$ cat src/rtl/key_event_decoder_pkg.sv
// Shared types and defaults for the key gesture decoder.
package key_event_decoder_pkg;

  // Gesture states, 3-bit encoding
  typedef enum logic [2:0] {
    ST_IDLE     = 3'd0,
    ST_PRESSED  = 3'd1,
    ST_HELD     = 3'd2,
    ST_WAIT_DBL = 3'd3,
    ST_SECOND   = 3'd4,
    ST_WAIT_REL = 3'd5
  } key_state_t;

  // Defaults for a 50 MHz clock
  localparam int LONG_CNT_DEF = 50_000_000;  // 1 s hold
  localparam int DBL_CNT_DEF  = 15_000_000;  // 300 ms double-click gap
  localparam int RPT_CNT_DEF  = 10_000_000;  // 200 ms auto-repeat period
  localparam int CNT_W_DEF    = 26;

  // The key is physically down in these states
  function automatic logic is_held_state(key_state_t s);
    return (s == ST_PRESSED) || (s == ST_HELD) ||
           (s == ST_SECOND)  || (s == ST_WAIT_REL);
  endfunction

endpackage

$ cat src/rtl/key_event_decoder_timer.sv
// Up-counter with synchronous clear and a terminal-count compare against a
// per-state limit. Tc fires when the count reaches Limit-1.
module key_event_timer #(
  parameter int CNT_W = 26
) (
  input  logic             Clk,
  input  logic             Reset_n,
  input  logic             Clear,
  input  logic [CNT_W-1:0] Limit,
  output logic             Tc
);

  localparam logic [CNT_W-1:0] ONE = CNT_W'(1);

  logic [CNT_W-1:0] cnt;

  // Count up each cycle unless cleared by the FSM or reset
  always_ff @(posedge Clk) begin
    if (!Reset_n) begin
      cnt <= '0;
    end else if (Clear) begin
      cnt <= '0;
    end else begin
      cnt <= cnt + ONE;
    end
  end

  assign Tc = (cnt == (Limit - ONE));

endmodule

$ cat src/rtl/key_event_decoder.sv
// Key gesture classifier: short click, double click, long press, auto-repeat.
//
//  state    | meaning
//  ---------+--------------------------------------------------------------
//  IDLE     | key up, nothing pending
//  PRESSED  | first press, timing toward long press
//  HELD     | long press reached, emitting repeats until release
//  WAIT_DBL | released after short press, waiting for a second press
//  SECOND   | second press down; release or long timeout confirms double
//  WAIT_REL | double already reported, waiting for the key to come up
module key_event_decoder
  import key_event_decoder_pkg::*;
#(
  parameter int LONG_CNT = LONG_CNT_DEF,
  parameter int DBL_CNT  = DBL_CNT_DEF,
  parameter int RPT_CNT  = RPT_CNT_DEF,
  parameter int CNT_W    = CNT_W_DEF
) (
  input  logic Clk,
  input  logic Reset_n,
  input  logic Key_P_flag,
  input  logic Key_R_flag,
  output logic Short_flag,
  output logic Double_flag,
  output logic Long_flag,
  output logic Repeat_flag,
  output logic Key_held
);

  localparam logic [CNT_W-1:0] LONG_LIM = CNT_W'(LONG_CNT);
  localparam logic [CNT_W-1:0] DBL_LIM  = CNT_W'(DBL_CNT);
  localparam logic [CNT_W-1:0] RPT_LIM  = CNT_W'(RPT_CNT);

  key_state_t       state, next_state;
  logic [CNT_W-1:0] limit;
  logic             counting;
  logic             restart;
  logic             tc;
  logic             timer_clear;
  logic             short_nxt, double_nxt, long_nxt, repeat_nxt;

  // Counter is held at zero outside the timed states so it can never wrap
  assign timer_clear = !counting || restart || (next_state != state);

  key_event_timer #(
    .CNT_W (CNT_W)
  ) u_timer (
    .Clk     (Clk),
    .Reset_n (Reset_n),
    .Clear   (timer_clear),
    .Limit   (limit),
    .Tc      (tc)
  );

  // State register and registered event outputs
  always_ff @(posedge Clk) begin
    if (!Reset_n) begin
      state       <= ST_IDLE;
      Short_flag  <= 1'b0;
      Double_flag <= 1'b0;
      Long_flag   <= 1'b0;
      Repeat_flag <= 1'b0;
      Key_held    <= 1'b0;
    end else begin
      state       <= next_state;
      Short_flag  <= short_nxt;
      Double_flag <= double_nxt;
      Long_flag   <= long_nxt;
      Repeat_flag <= repeat_nxt;
      Key_held    <= is_held_state(next_state);
    end
  end

  // Next-state and event decode; an expected flag always beats a timeout
  always_comb begin
    next_state = state;
    limit      = '0;
    counting   = 1'b0;
    restart    = 1'b0;
    short_nxt  = 1'b0;
    double_nxt = 1'b0;
    long_nxt   = 1'b0;
    repeat_nxt = 1'b0;
    case (state)
      ST_IDLE: begin
        if (Key_P_flag) next_state = ST_PRESSED;
      end
      ST_PRESSED: begin
        limit    = LONG_LIM;
        counting = 1'b1;
        if (Key_R_flag) begin
          next_state = ST_WAIT_DBL;
        end else if (tc) begin
          next_state = ST_HELD;
          long_nxt   = 1'b1;
        end
      end
      ST_HELD: begin
        limit    = RPT_LIM;
        counting = 1'b1;
        if (Key_R_flag) begin
          next_state = ST_IDLE;
        end else if (tc) begin
          repeat_nxt = 1'b1;
          restart    = 1'b1;
        end
      end
      ST_WAIT_DBL: begin
        limit    = DBL_LIM;
        counting = 1'b1;
        if (Key_P_flag) begin
          next_state = ST_SECOND;
        end else if (tc) begin
          next_state = ST_IDLE;
          short_nxt  = 1'b1;
        end
      end
      ST_SECOND: begin
        limit    = LONG_LIM;
        counting = 1'b1;
        if (Key_R_flag) begin
          next_state = ST_IDLE;
          double_nxt = 1'b1;
        end else if (tc) begin
          next_state = ST_WAIT_REL;
          double_nxt = 1'b1;
        end
      end
      ST_WAIT_REL: begin
        if (Key_R_flag) next_state = ST_IDLE;
      end
      default: begin
        next_state = ST_IDLE;
      end
    endcase
  end

endmodule

$ cat config.mk
export PLATFORM = sky130hd
export DESIGN_NAME = key_event_decoder
export DESIGN_NICKNAME = d
export VERILOG_FILES = /design/src/rtl/key_event_decoder_pkg.sv /design/src/rtl/key_event_decoder_timer.sv /design/src/rtl/key_event_decoder.sv
export SDC_FILE = /design/constraint.sdc
export NUM_CORES = 1
export LEC_CHECK = 0
export ABC_AREA = 0
export CORE_MARGIN = 1.5
export CORE_UTILIZATION = 25
export CTS_CLUSTER_SIZE = 20
export DETAILED_ROUTE_END_ITERATION = 16
export DONT_BUFFER_PORTS = 1
export SKIP_CTS_REPAIR_TIMING = 1
export SLEW_MARGIN = 25
export SYNTH_ARGS = -nofsm -noshare
export SYNTH_HDL_FRONTEND = slang
export SYNTH_SLANG_ARGS = --single-unit
$ cat constraint.sdc
create_clock -name Clk -period 4.1 [get_ports Clk]
set_clock_uncertainty 0.05 [all_clocks]
set_input_delay 0.41 -clock Clk [delete_from_list [all_inputs] [get_ports Clk]]
set_output_delay 0.41 -clock Clk [all_outputs]
set_load 0.005 [all_outputs]
==> results of run 1 <==
## cell usage after synthesis (2+ instances only)
| master | count | share of area, % |
|---|---|---|
| nand3b_1 | 2 | 0.75 |
| buf_2 | 2 | 0.50 |
| a211oi_1 | 2 | 0.75 |
| buf_1 | 2 | 0.38 |
| and2_1 | 2 | 0.63 |
| a21oi_1 | 5 | 1.3 |
| and2_2 | 2 | 0.75 |
| or4bb_1 | 2 | 1.1 |
| o21ai_1 | 2 | 0.50 |
| nor4bb_1 | 2 | 1.0 |
| xor2_1 | 11 | 4.8 |
| nor4b_1 | 2 | 0.88 |
| clkbuf_1 | 5 | 0.94 |
| or2_2 | 2 | 0.63 |
| or3_1 | 2 | 0.63 |
| nor3b_1 | 2 | 0.75 |
| o21ai_0 | 4 | 1.0 |
| and3_1 | 2 | 0.63 |
| nand3_1 | 13 | 3.3 |
| buf_6 | 4 | 2.3 |
| o311a_1 | 2 | 1.0 |
| nand2_1 | 19 | 3.6 |
| o22ai_1 | 3 | 0.94 |
| dfxtp_1 | 34 | 34 |
| nand4_1 | 6 | 1.9 |
| nor2b_1 | 5 | 1.6 |
| nor4_1 | 4 | 1.3 |
| inv_1 | 5 | 0.94 |
| mux2i_1 | 2 | 1.0 |
| nor2_1 | 44 | 8.3 |
| nor3_1 | 7 | 1.8 |
| xnor2_1 | 14 | 6.1 |
## sequential cells by signal, indices dropped and copies added (netlist names)
signal	count
Double_flag	1
Long_flag	1
Short_flag	1
state	3
u_timer.cnt	26
Key_held	1
Repeat_flag	1
## final cells by class
type	instances	area (um2)
fillers	806	5580
clock inverters	1	30.0
multi-input cells	190	1210
inverters	5	18.8
well taps	102	128
clock buffers	7	76.3
flip-flops and latches	34	681
## worst max-delay path, cell delays in order, from the launching register on
cell and delay (ns):
dfxtp_1 0.83, and4b_2 0.31, nor4_1 0.27, o2111ai_1 0.18, a211o_1 0.34, o211ai_4 0.60, nor2_1 0.11
## cells by family after synthesis
group                      count (synthesis)
AOI/OAI and AO/OA                         33
xor gates and xnor gates                  25
adders and majority gates                  1
buffers and inverters                     19
DFF                                       34
muxes                                      2
and+or+nand+nor                          129
## power by group through the flow
stage / Sequential (uW) / Clock (uW) / Combinational, uW
3_3_place_gp: 356 / 0 / 50.4
3_5_place_dp: 357 / 0 / 50.2
2_1_floorplan: 343 / 0 / 63.6
6_report: 349 / 299 / 50.4
5_1_grt: 351 / 321 / 57.2
4_1_cts: 349 / 310 / 50.4
## final timing paths
kind | startpoint | end | cells past startpoint
min reg2reg | u_timer.cnt[0] | u_timer.cnt[0] | 1
min | Reset_n | state[0] | 1
max reg2reg | state[2] | u_timer.cnt[13] | 6
max | state[2] | u_timer.cnt[13] | 6
## metrics by stage
step	cells	util [%]	area, um2	worst slack [ns]	power (uW)
after CTS	339	27.8	2140	1.24	709
after global placement	331	26.4	2040	1.30	407
after global routing	339	27.8	2140	0.923	729
after floorplan	243	-	2000	1.97	407
final	339	27.8	2140	1.24	699
after detailed placement	331	26.4	2040	1.26	407
## routing by layer
layer	track usage, %	up-vias	routed length [um]
met3	3.12	4	180
li1	-	838	-
met2	15.6	28	1800
met4	3.33	0	37
met5	0	-	0
met1	13.7	747	2040
==> flow_summary.ini, run 1 <==
[run]
max_cap_viol_count = 0

[die]
core_area_um2 = 7730
rows = 32
die-area_um2 = 8540
die_y_um = 92.4
die_x_um = 92.4
pin_count = 9
start_util_pct = 25.9

[logic_synthesis]
postSynthCellCount = 243
synthAdderAreaFrac_pct = 0.626
ys_types = 60
yosys.area_share.xor_xnor_pct = 11.0
async_flop_share_pct = 0
synth_top_family_by_area = simple AND/OR/NAND/NOR gates
synth_compound_area_share_pct = 12.9
synth_edf_count = 0
synthSimpleGateAreaFrac_pct = 35.1
synth_ff_type = dfxtp_1
ys_warn_count = 0
seq_area_frac_synth_pct = 34.0
avgSynthCellArea_um2 = 8.23
synth_mux_area_share_pct = 1.00
synth_area_um2 = 2000
synth_fp_nets = 248
yosys_register_bits = 34

[setup_path]
worstPathRequired_ns = 4.20
startpoint_type = flop
reg2reg_slack_ns = 1.24
cp.arrival_ns = 2.96
path_class = reg -> reg
cp-end-kind = flop
worst-path-max-fanout = 27

[final_layout]
num-nets-final = 241
layout_common_cells = nor2_1, dfxtp_1, nand2_1
final_common_cell = nor2_1
area_growth_pct = 7.26
drive_gt1_share_pct = 8.44
diodes = 0

[pwr]
clock_power_share_pct = 42.8
internal_power_uw = 539
leakage_uw = 0.000630
ir_drop_mv = 0.132
netSwitchingPower_uw = 160
swShare_pct = 22.9
powerDensity_nw_per_um2 = 326
seqPwrFrac_pct = 50.0
p_comb_share_pct = 7.2

[detailed_routing]
drc = 0
num_vias = 1617
viasPerCell = 4.77
wire_per_inst_um = 12.0
drt_first_pass_iters = 5
drt-total-wl_um = 4060
first_iter_violations = 86
ant_nets = 0

[timing]
slew_headroom_pct = 42.9
hold_slack_ns = 0.196
fin_crit_sh_pct = 69.7
setup_violations = 0
report.final.slew_viol_count = 0
finalHoldViolCount = 0
rsz0062_at_grt = false
max_freq_mhz = 350
setup_tns_ns = 0
worstMarginPinSlew_ns = 0.856
min_period_ns = 2.86

[clock_network]
root_buffer = clkbuf_8
cts_sinks = 34
numCtsBuffers = 5
clk_latency_ns = 0.29
cts_tree = done
htree_levels = 2
clkTransAtPathRegs_ns = 0.07
clockBufferDepth = 2

[global_route]
grt_pass1_vias = 1445
antenna_found_initial = 0
grt_max_degree = 28
grt.total_usage_pct = 10.2
grt_overflow = 0
grt_first_pass_wirelength_um = 6990

[worst_hold_path]
hp-class = in -> reg

[placed_design]
gp_congestion = 0.792
dpl.hpwl_um = 2870
io_buffers = 0

[outcome]
status = complete, no violations
Note: power is estimated with default switching activity, not from simulation.
==> run 2: changes to the inputs <==
--- a/config.mk
+++ b/config.mk
@@ -5,7 +5,7 @@
 export SDC_FILE = /design/constraint.sdc
 export NUM_CORES = 1
 export LEC_CHECK = 0
-export ABC_AREA = 0
+export ABC_AREA = 1
 export CORE_MARGIN = 1.5
 export CORE_UTILIZATION = 25
 export CTS_CLUSTER_SIZE = 20
==> constraint.sdc (replaced) <==
create_clock -name Clk -period 2.6 [get_ports Clk]
set_clock_uncertainty 0.05 [all_clocks]
set_input_delay 0.26 -clock Clk [delete_from_list [all_inputs] [get_ports Clk]]
set_output_delay 0.26 -clock Clk [all_outputs]
set_load 0.005 [all_outputs]
==> run 2 against run 1 <==
Synthesized area is 16% higher; combinational power grew to 3.3 times the previous value; register-to-register slack worse by 1.1 ns; clock power is 37% higher; hold slack worse by 0.16 ns; worst setup slack worse by 1.1 ns; non-clock buffer count is 7 higher; cell area is 20% higher; critical path type unchanged; highest routed layer unchanged.
==> flow_summary.ini, run 2 <==
[outcome]
status = complete, no violations

[timing]
min_period_ns = 2.41
worstMarginPinSlew_ns = 0.390
finalHoldViolCount = 0
report.final.slew_viol_count = 0
max_freq_mhz = 414
setup_tns_ns = 0
rsz0062_at_grt = false
setup_violations = 0
slew_headroom_pct = 74.0
fin_crit_sh_pct = 92.8

[detailed_routing]
wire_per_inst_um = 11.5
drt_first_pass_iters = 4
ant_nets = 0
num_vias = 2016
viasPerCell = 4.50
drc = 0
drt-total-wl_um = 5150
first_iter_violations = 135

[final_layout]
num-nets-final = 341
top_register = u_timer.cnt
fill_cells = 991
diodes = 0
reg_top3 = u_timer.cnt x26, state x3
layout_common_cells = nand2_1, inv_1, dfxtp_1
final_common_cell = nand2_1
fin_util_pct = 28.2
area_growth_pct = 10.6
drive_gt1_share_pct = 19.6
largest_register_ffs = 26
final_cells = 448

[die]
die_x_um = 99.4
start_util_pct = 25.5
core_area_um2 = 9110
rows = 35
pin_count = 9
die-area_um2 = 9890
die_y_um = 99.4

[placed_design]
io_buffers = 0
dpl.hpwl_um = 3660
placedCellCount = 436
gp_congestion = 0.867

[logic_synthesis]
synth_top_area_cell = dfxtp_1
synth_common_cells = nand2_1, inv_1, dfxtp_1, nor2_1, nor3_2
synth_fp_nets = 332
async_flop_share_pct = 0
synth_ff_type = dfxtp_1
synth_top_area_share_pct = 29.3
yosys-top-cells-area = dfxtp_1, nand2_1, nor3_2
ys_warn_count = 0
postSynthCellCount = 327
yosysMostFrequentCell = nand2_1
ys_types = 30
synth_edf_count = 0
synth_area_um2 = 2320
avgSynthCellArea_um2 = 7.11
seq_area_frac_synth_pct = 29.3
yosys_register_bits = 34

[setup_path]
startpoint_type = flop
path_class = reg -> reg
worstPathRequired_ns = 2.76
crit_start = state[1]
r2r-start = state[1]
worst-path-max-fanout = 13
cp.arrival_ns = 2.58
cp-end-kind = flop

[run]
max_cap_viol_count = 0

[pwr]
ir_drop_mv = 0.189
power.total_uw = 1110
leakage_uw = 0.000997
powerDensity_nw_per_um2 = 431

[global_route]
antenna_found_initial = 0
grt_max_degree = 27
grt_pass1_vias = 1967
grt_first_pass_wirelength_um = 8710
grt_overflow = 0
grt.total_usage_pct = 10.7

[clock_network]
numCtsBuffers = 5
clkTransAtPathRegs_ns = 0.07
clk_latency_ns = 0.29
clockBufferDepth = 2
cts_tree = done
htree_levels = 2
root_buffer = clkbuf_8
cts_sinks = 34

[worst_hold_path]
hp-class = in -> reg
worstHoldStart = Reset_n
run 2: cell types whose count changed in the layout (fill, tap and decap cells not counted), moves of 4 or more:
cell     previous run  this run
nor3_2              0        21
nand2_1            19        82
nand3_2             0         5
nor2_2              0         8
nand2_2             0         6
nand3_4             0         4
nor2_1             44        29
nor3_1              7        16
nor2b_1             5         0
xnor2_1            14         4
inv_1               5        48
buf_4               0         4
nand4_1             6        10
run 2: path summary, 6_finish.rpt:
path | endpoint | slack (ns) | cells past startpoint
worst max-delay path | u_timer.cnt[3] | 0.19 | 12
worst min register to register | u_timer.cnt[0] | 0.45 | 1
worst min-delay path | Key_held | 0.04 | 2
worst max register to register | u_timer.cnt[3] | 0.19 | 12
run 2: cell type report:
type / instances / area (um2) / share of cell area (%)
multi-input cells: 237 / 1400 / 54.3
repair buffers: 7 / 70.1 / 2.73
well taps: 111 / 139 / 5.40
flip-flops and latches: 34 / 681 / 26.5
inverters: 51 / 194 / 7.54
clock buffers: 7 / 86.3 / 3.36
clock inverters: 1 / 5.00 / 0.195
run 2: critical path, stage by stage (launching register included):
cell and delay, ns:
dfxtp_1 0.46, clkinv_1 0.21, nand3_4 0.16, nand2_2 0.09, nor2_4 0.11, nand2_1 0.08, nand2_1 0.08, nor2_2 0.05
nand4_4 0.09, a21oi_1 0.11, a21oi_2 0.36, nand3_4 0.30, nor3_2 0.18
run 2: kinds of logic after synthesis:
group / Yosys count / share of synthesized area [%]
xor+xnor: 18 / 6.78
simple gates: 203 / 48.2
fa+ha+maj: 1 / 0.538
compound gates: 14 / 3.23
buf+inv: 57 / 12.0
flops: 34 / 29.3
run 2: stage by stage:
stage                     hold WS, ns  setup slack (ns)  cell area (um2)
after floorplan                 0.288             0.613             2320
after global placement          0.292             0.201             2410
after global routing           0.0441            0.0223             2570
final                          0.0392             0.187             2570
after detailed placement        0.294             0.176             2410
after CTS                     -0.0152             0.155             2500
run 2: power breakdown:
group,total [uW],internal (uW),switching (uW)
Sequential,533,526,6.67
Combinational,166,49.8,116
Clock,409,214,196
Total,1110,790,319
run 2: per-layer routing:
layer	routed length, um	global-route usage, %	up-vias	share of wire [%]
li1	-	-	1055	-
met1	2540	14.1	910	49
met2	2290	17.4	39	44
met3	205	2.04	12	4.0
met4	113	4.12	0	2.2
met5	0	0	-	0
==> run 3: changes to the inputs <==
--- a/config.mk
+++ b/config.mk
@@ -6,6 +6,7 @@
 export NUM_CORES = 1
 export LEC_CHECK = 0
 export ABC_AREA = 1
+export CORE_ASPECT_RATIO = 1.1
 export CORE_MARGIN = 1.5
 export CORE_UTILIZATION = 25
 export CTS_CLUSTER_SIZE = 20
==> run 3 against run 2 <==
Clock power grew 20%; sequential share of layout area shrank 0.36 points; worst setup slack gained 0.0048 ns; flip-flop and latch count is the same; via count grew 0.40%; combinational power grew 7%; non-clock buffer count grew 1; global-route usage grew 0.69 points.
==> flow_summary.ini, run 3 (same netlist as run 2, synthesis figures left out) <==
[die]
die-area_um2 = 9890
core_area_um2 = 8960
die_x_um = 94.9
rows = 36
die_y_um = 104
start_util_pct = 25.9
pin_count = 9

[clock_network]
root_buffer = clkbuf_8
clockBufferDepth = 2
clkTransAtPathRegs_ns = 0.08
numCtsBuffers = 5
htree_levels = 2
cts_tree = done
clk_latency_ns = 0.30
cts_sinks = 34

[final_layout]
final_common_cell = nand2_1
design_area_um2 = 2610
drive_gt1_share_pct = 20.5
fin_util_pct = 29.1
diodes = 0
layout_common_cells = nand2_1, inv_1, dfxtp_1
reg_top3 = u_timer.cnt x26, state x3
num-nets-final = 341
largest_register_ffs = 26
top_register = u_timer.cnt
area_growth_pct = 12.3

[timing]
setup_tns_ns = 0
min_period_ns = 2.41
setup_violations = 0
max_freq_mhz = 415
report.final.slew_viol_count = 0
fin_crit_sh_pct = 92.6
worstMarginPinSlew_ns = 0.356
slew_headroom_pct = 76.1
finalHoldViolCount = 0

[detailed_routing]
num_vias = 2024
wire_per_inst_um = 11.1
viasPerCell = 4.49
drc = 0
drt_first_pass_iters = 4
ant_nets = 0
drt-total-wl_um = 5000
first_iter_violations = 116

[worst_hold_path]
hp-class = in -> reg

[pwr]
ir_drop_mv = 0.165
leakage_uw = 0.00102
powerDensity_nw_per_um2 = 461

[placed_design]
dpl.hpwl_um = 3890
gp_congestion = 0.891
io_buffers = 0
placed_area_um2 = 2460

[run]
max_cap_viol_count = 0

[setup_path]
cp-endpoint = u_timer.cnt[19]
path_class = reg -> reg
r2r-start = state[1]
r2r_end = u_timer.cnt[19]
ff2ff_path_depth = 16
reg2reg_slack_ns = 0.19
startpoint_type = flop
worstPathRequired_ns = 2.73
worst-path-max-fanout = 12
crit_start = state[1]
cp-end-kind = flop
cp.arrival_ns = 2.54

[global_route]
grt_first_pass_wirelength_um = 9040
grt_overflow = 0
grt_max_degree = 17
antenna_found_initial = 0
grt_pass1_vias = 1998
grt.total_usage_pct = 11.4

[outcome]
status = complete, no violations
-- run 3: cell types whose count changed in the layout (fill, tap and decap cells not counted), sizes merged --
| cell | previous run | this run |
|---|---|---|
| clkbuf | 7 | 5 |
| buf | 5 | 6 |
| bufinv | 0 | 1 |
| clkinv | 2 | 3 |
| nand3 | 24 | 23 |
-- run 3: how the worst min path moves through the flow --
| stage | startpoint | endpoint | slack, ns | cells after the start |
|---|---|---|---|---|
| floorplan | Key_R_flag | Long_flag | 0.29 | 1 |
| global placement | Key_R_flag | Long_flag | 0.29 | 1 |
| detailed placement | Key_R_flag | Long_flag | 0.29 | 1 |
| CTS | Key_R_flag | Long_flag | -0.02 | 1 |
| global route | Reset_n | Key_held | 0.03 | 2 |
| finish | Reset_n | Key_held | 0.02 | 2 |
-- run 3: cell type report --
class,count,area (um2)
repair buffers,8,103
well taps,114,143
flip-flops and latches,34,682
multi-input cells,236,1380
clock buffers,5,68.8
inverters,51,194
fillers,949,6350
clock inverters,3,40.0
-- run 3: routing by layer --
| layer | share of wire, % | wire, um | GRT usage, % | vias to the layer above |
|---|---|---|---|---|
| met3 | 4.1 | 205 | 2.85 | 14 |
| met1 | 47 | 2340 | 14.7 | 917 |
| met2 | 47 | 2350 | 18.4 | 41 |
| li1 | - | - | - | 1052 |
| met5 | 0 | 0 | 0 | - |
| met4 | 2.1 | 104 | 3.62 | 0 |
-- run 3: through the flow --
stage                     worst slack [ns]  hold WS [ns]  cells  power, uW
after global placement               0.271         0.292    441        717
after CTS                            0.176       -0.0197    449       1210
after floorplan                      0.613         0.288    327        691
after detailed placement             0.195         0.293    441        719
after global routing              -0.00135        0.0255    451       1260
final                                0.192        0.0247    451       1200
-- run 3: critical path, cell delays in order (launching register included) --
cell,delay (ns)
dfxtp_1,0.35
buf_4,0.19
nor2_2,0.14
nand2_2,0.13
nand2_2,0.14
nor2_4,0.05
nand2_1,0.08
nand2_1,0.06
nor2_2,0.17
nand4_4,0.14
nand2_1,0.10
nand2_2,0.06
nor2_4,0.11
nand3_2,0.14
nand2_8,0.15
buf_12,0.16
nor3_1,0.06
-- run 3: where the power goes --
part	total (uW)	internal (uW)	switching, uW
logic	178	64.8	113
clock network	490	282	208
registers	536	526	9.73
total	1200	874	331
